## config.mk

```make
export PLATFORM = sky130hd
export DESIGN_NAME = dlist_swap_ctrl
export DESIGN_NICKNAME = d
export VERILOG_FILES = /design/src/rtl/vector_pkg.sv /design/src/rtl/frame_rate_timer.sv /design/src/rtl/dlist_swap_ctrl.sv
export SDC_FILE = /design/constraint.sdc
export NUM_CORES = 1
export LEC_CHECK = 0
export CORE_ASPECT_RATIO = 1.75
export CORE_MARGIN = 10
export CORE_UTILIZATION = 33
export DETAILED_ROUTE_END_ITERATION = 8
export PLACE_DENSITY = 0.85
export SYNTH_ARGS = -nofsm -noshare
export SYNTH_HDL_FRONTEND = slang
export SYNTH_SLANG_ARGS = --single-unit
```

## constraint.sdc

```tcl
create_clock -name clk -period 2.3 [get_ports clk]
set_input_delay 0.23 -clock clk [delete_from_list [all_inputs] [get_ports clk]]
set_output_delay 0.23 -clock clk [all_outputs]
set_load 0.005 [all_outputs]
```

## src/rtl/vector_pkg.sv

```systemverilog
// Shared types and constants for the vector display-list path.
package vector_pkg;

  typedef enum logic [1:0] {
    FILL = 2'd0,
    FULL = 2'd1,
    SWAP = 2'd2,
    KICK = 2'd3
  } dlist_state_t;

  localparam int unsigned DLIST_DEPTH = 4096;

  // Terminator word: {x, y, line, pos}
  localparam logic [17:0] DLIST_TERM = {8'd0, 8'd0, 1'b1, 1'b1};

endpackage

```

## src/rtl/frame_rate_timer.sv

```systemverilog
// Minimum-frame-period down-counter: counts to zero and holds there,
// reload restarts the period.
module frame_rate_timer #(
  parameter int unsigned MIN_FRAME_CYCLES = 1000000
) (
  input  logic clk,
  input  logic rst,
  input  logic reload,
  output logic done
);

  localparam int unsigned CW = $clog2(MIN_FRAME_CYCLES + 1);
  localparam logic [CW-1:0] RELOAD_VAL = CW'(MIN_FRAME_CYCLES - 1);

  logic [CW-1:0] count_q, count_d;

  // Next count: reload, else decrement until zero.
  always_comb begin
    count_d = count_q;
    if (reload) begin
      count_d = RELOAD_VAL;
    end else if (count_q != '0) begin
      count_d = count_q - 1'b1;
    end
  end

  // Count register, reset to a full period.
  always_ff @(posedge clk) begin
    if (rst) begin
      count_q <= RELOAD_VAL;
    end else begin
      count_q <= count_d;
    end
  end

  assign done = (count_q == '0);

endmodule

```

## src/rtl/dlist_swap_ctrl.sv

```systemverilog
// Ping-pong controller for the two display-list banks: writer fills the
// back bank, reader scans the front bank, banks swap when both are done
// and the minimum frame period has elapsed.
module dlist_swap_ctrl
  import vector_pkg::*;
#(
  parameter int unsigned ADR_WIDTH        = 16,
  parameter int unsigned DATAWIDTH        = 18,
  parameter int unsigned DLIST_DEPTH      = vector_pkg::DLIST_DEPTH,
  parameter int unsigned MIN_FRAME_CYCLES = 1000000
) (
  input  logic                 clk,
  input  logic                 rst,
  input  logic                 wr_go,
  input  logic [ADR_WIDTH-1:0] wr_adr,
  input  logic [DATAWIDTH-1:0] wr_data,
  output logic                 halt,
  input  logic [ADR_WIDTH-1:0] rd_adr,
  output logic [DATAWIDTH-1:0] rd_data,
  input  logic                 rd_frame_done,
  output logic                 rd_start,
  output logic                 front_sel,
  output logic                 overflow,
  output logic                 bank0_we,
  output logic                 bank1_we,
  output logic [ADR_WIDTH-1:0] bank0_adr,
  output logic [ADR_WIDTH-1:0] bank1_adr,
  output logic [DATAWIDTH-1:0] bank0_din,
  output logic [DATAWIDTH-1:0] bank1_din,
  input  logic [DATAWIDTH-1:0] bank0_dout,
  input  logic [DATAWIDTH-1:0] bank1_dout
);

  localparam logic [ADR_WIDTH:0] DEPTH_LIM = (ADR_WIDTH + 1)'(DLIST_DEPTH);

  dlist_state_t state_q, state_d;
  logic front_sel_q, front_sel_d;
  logic halt_q, halt_d;
  logic rd_start_q, rd_start_d;
  logic overflow_q, overflow_d;
  logic rd_busy_q, rd_busy_d;
  logic front_valid_q, front_valid_d;
  logic timer_done, timer_reload;
  logic in_range, wr_en;

  frame_rate_timer #(
    .MIN_FRAME_CYCLES(MIN_FRAME_CYCLES)
  ) u_timer (
    .clk   (clk),
    .rst   (rst),
    .reload(timer_reload),
    .done  (timer_done)
  );

  assign in_range = ({1'b0, wr_adr} < DEPTH_LIM);
  assign wr_en    = (state_q == FILL) && !wr_go && in_range;

  // State and registered outputs.
  always_ff @(posedge clk) begin
    if (rst) begin
      state_q       <= FILL;
      front_sel_q   <= 1'b0;
      halt_q        <= 1'b0;
      rd_start_q    <= 1'b0;
      overflow_q    <= 1'b0;
      rd_busy_q     <= 1'b0;
      front_valid_q <= 1'b0;
    end else begin
      state_q       <= state_d;
      front_sel_q   <= front_sel_d;
      halt_q        <= halt_d;
      rd_start_q    <= rd_start_d;
      overflow_q    <= overflow_d;
      rd_busy_q     <= rd_busy_d;
      front_valid_q <= front_valid_d;
    end
  end

  // Next state: a same-cycle rd_frame_done counts as reader idle.
  always_comb begin
    state_d = state_q;
    unique case (state_q)
      FILL: if (wr_go) state_d = FULL;
      FULL: if (timer_done && (!rd_busy_q || rd_frame_done)) state_d = SWAP;
      SWAP: state_d = KICK;
      KICK: state_d = FILL;
      default: state_d = FILL;
    endcase
  end

  // Output/next-register values; halt is registered from the next state
  // so the value seen in each state is the one that state asks for.
  always_comb begin
    halt_d        = (state_d == FULL) || (state_d == KICK);
    front_sel_d   = (state_q == SWAP) ? !front_sel_q : front_sel_q;
    front_valid_d = front_valid_q || (state_q == SWAP);
    rd_start_d    = (state_q == SWAP) && front_valid_d;
    timer_reload  = (state_q == SWAP);
    overflow_d    = overflow_q || ((state_q == FILL) && !wr_go && !in_range);
    rd_busy_d     = rd_busy_q;
    if (rd_start_q) begin
      rd_busy_d = 1'b1;
    end else if (rd_frame_done) begin
      rd_busy_d = 1'b0;
    end
  end

  // Bank routing: back bank is !front_sel, front bank is read-only.
  assign bank0_we  = front_sel_q && wr_en;
  assign bank1_we  = !front_sel_q && wr_en;
  assign bank0_adr = front_sel_q ? wr_adr : rd_adr;
  assign bank1_adr = front_sel_q ? rd_adr : wr_adr;
  assign bank0_din = wr_data;
  assign bank1_din = wr_data;
  assign rd_data   = front_sel_q ? bank1_dout : bank0_dout;

  assign halt      = halt_q;
  assign rd_start  = rd_start_q;
  assign front_sel = front_sel_q;
  assign overflow  = overflow_q;

endmodule
```

==> key figures <==
Status
  – Status: completed

Logic synthesis
  – Cells after Synth: 255
  – Ranking of synthesized cells by area: mux2_2, dfxtp_1, buf_4
  – Number of flops mapped to enable cells by yosys: 0
  – Syn_area_per_cell: 8.83 um2
  – Synth async-reset ratio: 0
  – Yosys top cell by area: mux2_2
  – Sequential share of the synthesized area: 0.240
  – Synth Register Bits: 27
  – Mapped cell area: 2250 um2
  – Synthesized Nets: 347
  – Top_reg_cell synth: dfxtp_1
  – Post-synth top area share: 0.250
  – Netlist cell types: 44
  – Yosys warns: 0

STA
  – Max_slew headroom: 0.713
  – Final Setup Violations: 0
  – RSZ-0062 raised after global routing: no
  – Setup ws final: 0.154 ns
  – Worst Max-Slew Pin Slew: 0.429 ns
  – Setup TNS: 0 ns
  – Max Freq: 466 MHz
  – Hold Violations, Final: 0
  – Slew Limit Fails: 0
  – Post-Route Skew: 0.00321 ns
  – Post-layout min period: 2.15 ns
  – Period utilization: 0.933

CTS
  – Clock Latency Late Sink: 0.27 ns
  – Clock Sinks: 27
  – CTS Buffer Depth: 2
  – H-tree levels: 1
  – Clock slew seen by the registers of the worst setup and hold paths: 0.07 ns
  – Post-cts sizing count: 0
  – CTS Buf Count: 3
  – Root buffer cell: clkbuf_16
  – Setup Fix Bufs, Post-CTS: 0
  – Cts hold-fix bufs: 0
  – TritonCTS clock tree: yes

Layout
  – Antenna diodes: 0
  – Share of cells above drive strength 1: 0.215
  – Layout net count: 442
  – Fin area: 3470 um2
  – Syn-to-layout area delta: 54.1%
  – Post-Route Utilization: 0.527
  – Final-layout fill cell count: 580

Placed design
  – DPL Wire Length: 7300 um
  – Dpl cell area: 3390 um2
  – Routability cong.: 0.880
  – Dpl ws: 0.160 ns
  – Port-buffer cells: 127

Global route
  – GRT Total Usage: 0.148
  – Antenna violations before repair: 0
  – Number of global-route vias before repair: 2257
  – Total grt overflow: 0
  – First-pass GRT wire length: 12300 um
  – Largest net degree at the start of global routing: 29

Floorplanning
  – Die Y: 129 um
  – IO Count: 182
  – Initial core utilization: 0.342
  – Core ar.: 6590 um2
  – Cell Rows: 39
  – DIE WIDTH: 82.4 um
  – Die area: 10700 um2

Flow run
  – Max-cap violations: 0

Routing
  – Average wire per standard cell: 19.8 um
  – Starting DRT DRC Count: 83
  – Detailed-route DRC error count: 0
  – Via Count: 2292
  – Final ANT Viol Nets: 0
  – Via density: 5.32
  – First drt pass iteration count: 4
  – Drt total wl: 8540 um

Worst setup path
  – Cell family with most CP delay: buffers and inverters
  – WP data required: 2.07 ns
  – Critical path buffers and inverters: 2
  – Worst setup SP type: flop
  – CP max stage delay: 0.51 ns
  – Worst r2r path cells: 6
  – CP max stage cell: dfxtp_2
  – Crit-path cells: buf_4 -> mux2_2 -> clkdlybuf4s50_1
  – Worst Path Class, Setup: reg -> out
  – Worst Path Arrival: 1.92 ns
  – Worst Setup End Kind: output pin
  – Critical path depth: 3
  – CP max FO: 15

Pwr
  – Leakage power: 1.22 nW
  – Pwr Density: 356 nW/um2
  – VDD IR max: 0.452 mV

Hold path
  – Worst hold path class: in -> out
  – Min-Delay Path Depth: 0
power by group:
part / switching (W) / internal [W]
clock network: 0.000180 / 0.000237
registers: 0.00000913 / 0.000476
logic: 0.0000977 / 0.000235
total: 0.000287 / 0.000948
synthesized netlist by cell type (3+ instances only):
| master | n |
|---|---|
| nand2_1 | 5 |
| o311ai_0 | 3 |
| buf_4 | 36 |
| or4_1 | 3 |
| and3_2 | 3 |
| nand3_1 | 9 |
| o31ai_1 | 8 |
| mux2_2 | 50 |
| nor4_1 | 4 |
| nor2_1 | 16 |
| nor2b_1 | 3 |
| and3_1 | 3 |
| o21ai_0 | 12 |
| or3_1 | 4 |
| a21oi_1 | 11 |
| dfxtp_1 | 27 |
| clkbuf_1 | 6 |
| inv_1 | 6 |
| nor3_1 | 12 |
state kept, by name, summed over array words and instances, names as in the netlist:
| signal | count |
|---|---|
| u_timer.count_q | 20 |
| rd_busy_q | 1 |
| overflow | 1 |
| rd_start | 1 |
| halt | 1 |
| front_sel | 1 |
| state_q | 2 |
placed cells by master, fill, tap and decap left out, types with 2 or more instances in the layout:
cell type and instances:
clkdlybuf4s50_1 127, mux2_2 50, dfxtp_1 26, nor2_1 16, nor3_1 12, o21ai_0 12
a21oi_1 11, nand3_1 9, o31ai_1 8, buf_4 8, inv_1 6, nand2_1 5
nor4_1 4, or3_1 4, and3_1 3, nor2b_1 3, and3_2 3, o311ai_0 3
or4_1 3, clkbuf_16 3, nor4_4 2, nand3b_1 2, nor3b_1 2, or2_2 2
nand4_1 2, o211ai_1 2, a221o_1 2, ha_1 2
path summary, 6_finish.rpt:
| check | startpoint | slack, ns | endpoint |
|---|---|---|---|
| setup reg to reg | u_timer.count_q[0] | 0.30 | u_timer.count_q[17] |
| hold / removal | wr_data[10] | 0.46 | bank0_din[10] |
| hold reg to reg | overflow | 0.48 | overflow |
| setup / recovery | front_sel | 0.15 | rd_data[8] |
layer usage:
layer  GRT usage  vias up  routed length (um)
li1            -     1094                   -
met1       0.136     1058                2760
met2       0.290      104                4670
met3      0.0256       36                 724
met4      0.0734        0                 384
met5           0        -                   0
worst reg2reg max path: cells and delay by family (launching register included):
kind	cells	cell delay, ns
simple gates	2	0.80
compound gates	2	0.45
flops	1	0.35
fa+ha+maj	1	0.19
buf+inv	1	0.11
kinds of logic (layout without fill, tap and decap cells):
family                   after synthesis  count (layout)  synth area share
AND/OR/NAND/NOR                       79              79             0.218
buffers and inverters                 52             146             0.152
multiplexers                          51              51             0.255
AO/OA/AOI/OAI                         43              43             0.121
flip-flops                            27              27             0.240
adder cells (fa/ha/maj)                2               2            0.0111
XOR/XNOR                               1               1           0.00389
cell type report:
type | instances | area, um2 | share of cell area
multi-input cells | 176 | 1370 | 0.395
repair buffers | 136 | 1350 | 0.389
flip-flops and latches | 27 | 542 | 0.156
well taps | 82 | 103 | 0.0296
clock buffers | 3 | 75.1 | 0.0216
inverters | 6 | 22.5 | 0.00649
clock inverters | 1 | 7.51 | 0.00216
through the flow:
step | total power, W | hold slack [ns] | cells
after floorplan | 0.000631 | 0.417 | 255
after global placement | 0.000821 | 0.450 | 427
after detailed placement | 0.000832 | 0.460 | 427
after CTS | 0.00124 | 0.460 | 431
after global routing | 0.00128 | 0.460 | 431
final | 0.00124 | 0.460 | 431
(Power assumes the default switching activity.)
